$ cat src/rtl/dec_grant_sched.sv
// Round-robin scheduler for one shared 3-to-8 decoded select bus across 8 requesters.
// A grant is held while its requester keeps requesting, up to MAX_HOLD cycles, then a guard gap follows.
module dec_grant_sched #(
   parameter int MAX_HOLD   = 16,
   parameter int GAP_CYCLES = 1
) (
   input  logic       clk,
   input  logic       reset,
   input  logic [7:0] req,
   output logic [2:0] gnt_idx,
   output logic       gnt_valid,
   output logic [7:0] gnt,
   output logic       preempt,
   output logic [1:0] dbg_state
);

   // gnt_valid has no ready: the winner owns the bus for every cycle gnt_valid=1,
   // and the grant ends only when req[gnt_idx] drops or the hold limit is reached.
   typedef enum logic [1:0] {
      IDLE  = 2'd0,
      GRANT = 2'd1,
      GAP   = 2'd2
   } state_t;

   state_t     state_q, state_d;
   logic [2:0] idx_d;
   logic       valid_d;
   logic       preempt_d;
   logic [2:0] ptr_q, ptr_d;
   logic [7:0] hold_q, hold_d;
   logic [3:0] gap_q, gap_d;
   logic       win_found;
   logic [2:0] win_idx;

   // Descending scan so the candidate closest to ptr (k=0) is assigned last and wins.
   always_comb begin
      win_found = 1'b0;
      win_idx   = ptr_q;
      for (int k = 7; k >= 0; k--) begin
         if (req[ptr_q + 3'(k)]) begin
            win_found = 1'b1;
            win_idx   = ptr_q + 3'(k);
         end
      end
   end

   always_comb begin
      state_d   = state_q;
      idx_d     = gnt_idx;
      valid_d   = gnt_valid;
      preempt_d = 1'b0;
      ptr_d     = ptr_q;
      hold_d    = hold_q;
      gap_d     = gap_q;
      case (state_q)
         IDLE: begin
            if (win_found) begin
               idx_d   = win_idx;
               valid_d = 1'b1;
               hold_d  = 8'd1;
               state_d = GRANT;
            end
         end
         GRANT: begin
            // A release on the limit edge takes priority, so preempt only flags a still-requesting winner.
            if (!req[gnt_idx] || hold_q == 8'(MAX_HOLD)) begin
               preempt_d = req[gnt_idx];
               valid_d   = 1'b0;
               ptr_d     = gnt_idx + 3'd1;
               gap_d     = 4'd1;
               state_d   = GAP;
            end else begin
               hold_d = hold_q + 8'd1;
            end
         end
         GAP: begin
            if (gap_q == 4'(GAP_CYCLES)) begin
               state_d = IDLE;
            end else begin
               gap_d = gap_q + 4'd1;
            end
         end
         default: begin
            state_d = IDLE;
            valid_d = 1'b0;
         end
      endcase
   end

   always_ff @(posedge clk or negedge reset) begin
      if (!reset) begin
         state_q   <= IDLE;
         gnt_idx   <= 3'd0;
         gnt_valid <= 1'b0;
         preempt   <= 1'b0;
         ptr_q     <= 3'd0;
         hold_q    <= 8'd0;
         gap_q     <= 4'd0;
      end else begin
         state_q   <= state_d;
         gnt_idx   <= idx_d;
         gnt_valid <= valid_d;
         preempt   <= preempt_d;
         ptr_q     <= ptr_d;
         hold_q    <= hold_d;
         gap_q     <= gap_d;
      end
   end

   assign gnt       = gnt_valid ? (8'b1 << gnt_idx) : 8'h00;
   assign dbg_state = state_q;

endmodule

$ cat config.mk
export PLATFORM = sky130hd
export DESIGN_NAME = dec_grant_sched
export DESIGN_NICKNAME = d
export VERILOG_FILES = /design/src/rtl/dec_grant_sched.sv
export SDC_FILE = /design/constraint.sdc
export NUM_CORES = 1
export LEC_CHECK = 0
export BUFFER_PORTS_ARGS = -buffer_cell sky130_fd_sc_hd__buf_2
export CAP_MARGIN = 20
export CORE_MARGIN = 2
export CORE_UTILIZATION = 40
export CTS_CLUSTER_DIAMETER = 60
export DETAILED_ROUTE_END_ITERATION = 12
export GPL_TIMING_DRIVEN = 0
export PLACE_DENSITY = 0.61
export SLEW_MARGIN = 20
export SYNTH_ARGS = -nofsm -noshare
export SYNTH_HDL_FRONTEND = slang
export SYNTH_SLANG_ARGS = --single-unit
$ cat constraint.sdc
create_clock -name clk -period 2.9 [get_ports clk]
set_input_delay 0.29 -clock clk [delete_from_list [all_inputs] [get_ports clk]]
set_output_delay 0.29 -clock clk [all_outputs]
set_load 0.01 [all_outputs]
==> impl_metrics.csv <==
group,metric,value,unit
final_layout,multi_input_area,1450,µm²
placed_design,port_buffers,24,
yosys,ys_warn_count,0,
placed_design,dp_hpwl,3490,µm
worst_setup_path,start_kind,"flip-flop",
placed_design,placed_area,2290,µm²
pwr,switching_power,1.33,mW
detailed_routing,via_count,1719,
global_route,first_global_vias,1581,
pwr,powerDensity,1170,nW/µm²
job,maxCapViolations,0,
floorplanning,core,5040,µm²
detailed_routing,vias_per_cell,5.42,
global_route,overflow,0,
yosys,ys.flop_type,"dfrtp_1",
yosys,synth_edf_count,0,
clock_tree,clock_insertion_delay_worst_skew,0.26,ns
worst_setup_path,crit_fanout,10,
yosys,netlist_area,2080,µm²
pwr,power.leakage,1.11,nW
worst_setup_path,crit_type,"flip-flop to flip-flop",
floorplanning,die_y,76.0,µm
sta,fin_ws,0.103,ns
final_layout,fill_cells,478,
final_layout,antennaDiodeCount,0,
outcome,run_status,"complete, but fails checks",
detailed_routing,drtIter0Drc,75,
pwr,pwr-share-seq,18.2,%
sta,relSlewSlack,54.0,%
sta,fin_crit_sh,96.4,%
pwr,ir_drop,635,µV
sta,hold_viol_final,22,
global_route,grt_pass1_wl,7980,µm
sta,setup_viol,0,
sta,rsz0062_at_grt,"no",
final_layout,seqCellArea,551,µm²
clock_tree,path_clk_slew,0.08,ns
clock_tree,htree_levels,1,
placed_design,gp_congestion,0.850,
floorplanning,rows,26,
yosys,synthSimpleGateAreaFrac,20.5,%
sta,worstMarginPinSlew,0.687,ns
worst_setup_path,cp-end-kind,"flip-flop",
yosys,synth_top_family_by_area,"multiplexers",
worst_setup_path,required,3.03,ns
pwr,swShare,46.6,%
clock_tree,cts_max_path_buffers,2,
sta,maxSlewViolCount,0,
worst_setup_path,r2r_slack,0.10,ns
worst_setup_path,cp.arrival,2.93,ns
detailed_routing,ant_nets,0,
min_path,hp-class,"input port to async pin",
pwr,power.share.clock,7.7,%
final_layout,final_nets,270,
floorplanning,io_pins,25,
sta,finClkSkew,0.00323,ns
clock_tree,clock_sinks,22,
final_layout,drive_above_1_share,26.3,%
global_route,track_usage,16.7,%
yosys,ys_ff_latch,22,
clock_tree,root_buffer,"clkbuf_8",
yosys,postSynth.asyncResetShare,100,%
yosys,synth-xor-area-share,4.64,%
yosys,seq_area_frac_synth,26.5,%
floorplanning,die_w,76.0,µm
floorplanning,start_util,41.2,%
yosys,synth_area_per_cell,9.79,µm²
outcome,failed_checks,"negative hold slack",
global_route,antenna_found_initial,0,
pwr,internal-power,1.52,mW
final_layout,final_cell_area,2440,µm²
clock_tree,cts_tree,"yes",
global_route,grt_max_degree,23,
clock_tree,numCtsBuffers,3,
final_layout,syn_to_final_growth,17.4,%
clock_tree,cts_hold_buf,0,
placed_design,post-place-ws,-0.330,ns
sta,min_period,2.80,ns
yosys,ys_types,50,
floorplanning,fp.dieArea,5780,µm²
sta,whs,-0.0200,ns
detailed_routing,remaining_drc_errors,0,
detailed_routing,first_pass_iters,4,
yosys,synth_mux_area_share,23.9,%
pwr,power_frac_comb,74.1,%
sta,max_freq,358,MHz
detailed_routing,drt-total-wl,4760,µm
yosys,syn_nets,234,
yosys,syn_inst,212,
detailed_routing,wl_per_cell,15.0,µm
yosys,synthAdderAreaFrac,7.23,%
pwr,p_total,2.84,mW
yosys,synth_compound_area_share,12.4,%
==> power groups by stage <==
stage	clock, mW	combinational, mW	sequential [mW]
after floorplan	0	1.52	0.508
after global placement	0	1.92	0.521
after detailed placement	0	1.92	0.525
after CTS	0.229	2.01	0.520
after global routing	0.243	2.31	0.538
final	0.220	2.11	0.517
==> layout make-up <==
class                   instances  area share (%)
clock buffers                   4            2.26
multi-input cells             168            59.3
plain buffers                   8            2.67
flip-flops and latches         22            22.6
repair buffers                 32            7.39
well taps                      70            3.59
inverters                      13            2.21
==> layer usage <==
layer	routed length, µm	track usage [%]	up-vias
li1	-	-	849
met1	2470	24.7	833
met2	2130	26.4	33
met3	129	2.61	4
met4	24	2.73	0
met5	0	0	-
==> critical path, stage by stage (launching register included) <==
cell and delay (ns):
dfrtp_1 0.37, buf_6 0.15, clkinv_4 0.11, ha_4 0.29, buf_8 0.13, mux4_2 0.35, mux2_4 0.31, nand4bb_4 0.26
o31a_1 0.33, buf_6 0.15, nor3_1 0.17, a21oi_1 0.05
==> sequential cells by signal, summed over array words and instances (netlist names) <==
| signal | cells |
|---|---|
| dbg_state | 2 |
| gnt_valid | 1 |
| gnt_idx | 3 |
| preempt | 1 |
| ptr_q | 3 |
| hold_q | 8 |
| gap_q | 4 |
==> synthesized netlist by cell type (all sizes together), types with 7 or more instances <==
| library cell | n | share of area, % |
|---|---|---|
| mux2 | 7 | 4.0 |
| a21oi | 7 | 1.7 |
| inv | 12 | 2.2 |
| xor2 | 9 | 3.8 |
| mux2i | 12 | 5.8 |
| nor2 | 16 | 3.3 |
| dfrtp | 22 | 27 |
| and2 | 9 | 2.7 |
| ha | 12 | 7.2 |
| o21ai | 9 | 2.2 |
| nand2 | 18 | 3.3 |
| mux4 | 13 | 14 |
==> repair_timing <==
item / CTS / global route
gates resized for setup: 7 / 2
setup endpoints to repair: 13 / 3
buffers inserted: 2 / 6
pin swaps: 0 / 0
==> cells by family after synthesis <==
kind of cell    after synthesis
compound gates               37
buf+inv                      22
simple gates                 76
xor+xnor                     11
mux                          32
flops                        22
fa+ha+maj                    12
==> path summary, 6_finish.rpt <==
check | startpoint | end | depth (start not counted)
setup / recovery | ptr_q[1] | hold_q[0] | 11
hold / removal | reset | ptr_q[2] | 1
setup reg to reg | ptr_q[1] | hold_q[0] | 11
hold reg to reg | gap_q[3] | gap_q[3] | 2
max in group asynchronous | reset | preempt | 1
min in group clk | gap_q[3] | gap_q[3] | 2
==> per-stage QoR <==
step	setup TNS [ns]	instances	hold WS, ns	utilization, %
global route	0	317	0.0158	48.3
CTS	0	312	0.00175	47.4
floorplan	0	212	-0.00559	-
finish	0	317	-0.0200	48.3
global placement	-2.25	306	0.290	45.4
detailed placement	-1.99	306	0.292	45.4
==> cells in the final DEF, fill, tap and decap left out, types with 2 or more instances in the layout <==
cell type / n
buf_2: 25
dfrtp_1: 22
nand2_1: 18
nor2_1: 15
mux4_2: 13
inv_1: 12
mux2i_1: 12
ha_1: 11
and2_1: 9
xor2_1: 9
o21ai_0: 9
buf_4: 8
a21oi_1: 7
nand2b_1: 6
nand4_1: 6
and3_1: 5
nand3_1: 4
clkbuf_8: 4
buf_6: 3
nor2b_1: 3
clkbuf_1: 3
mux2_1: 3
mux2_2: 3
o211ai_1: 3
nor3_1: 2
xnor2_1: 2
o31a_1: 2
o221ai_1: 2
Power figures use the tool's default switching activity.
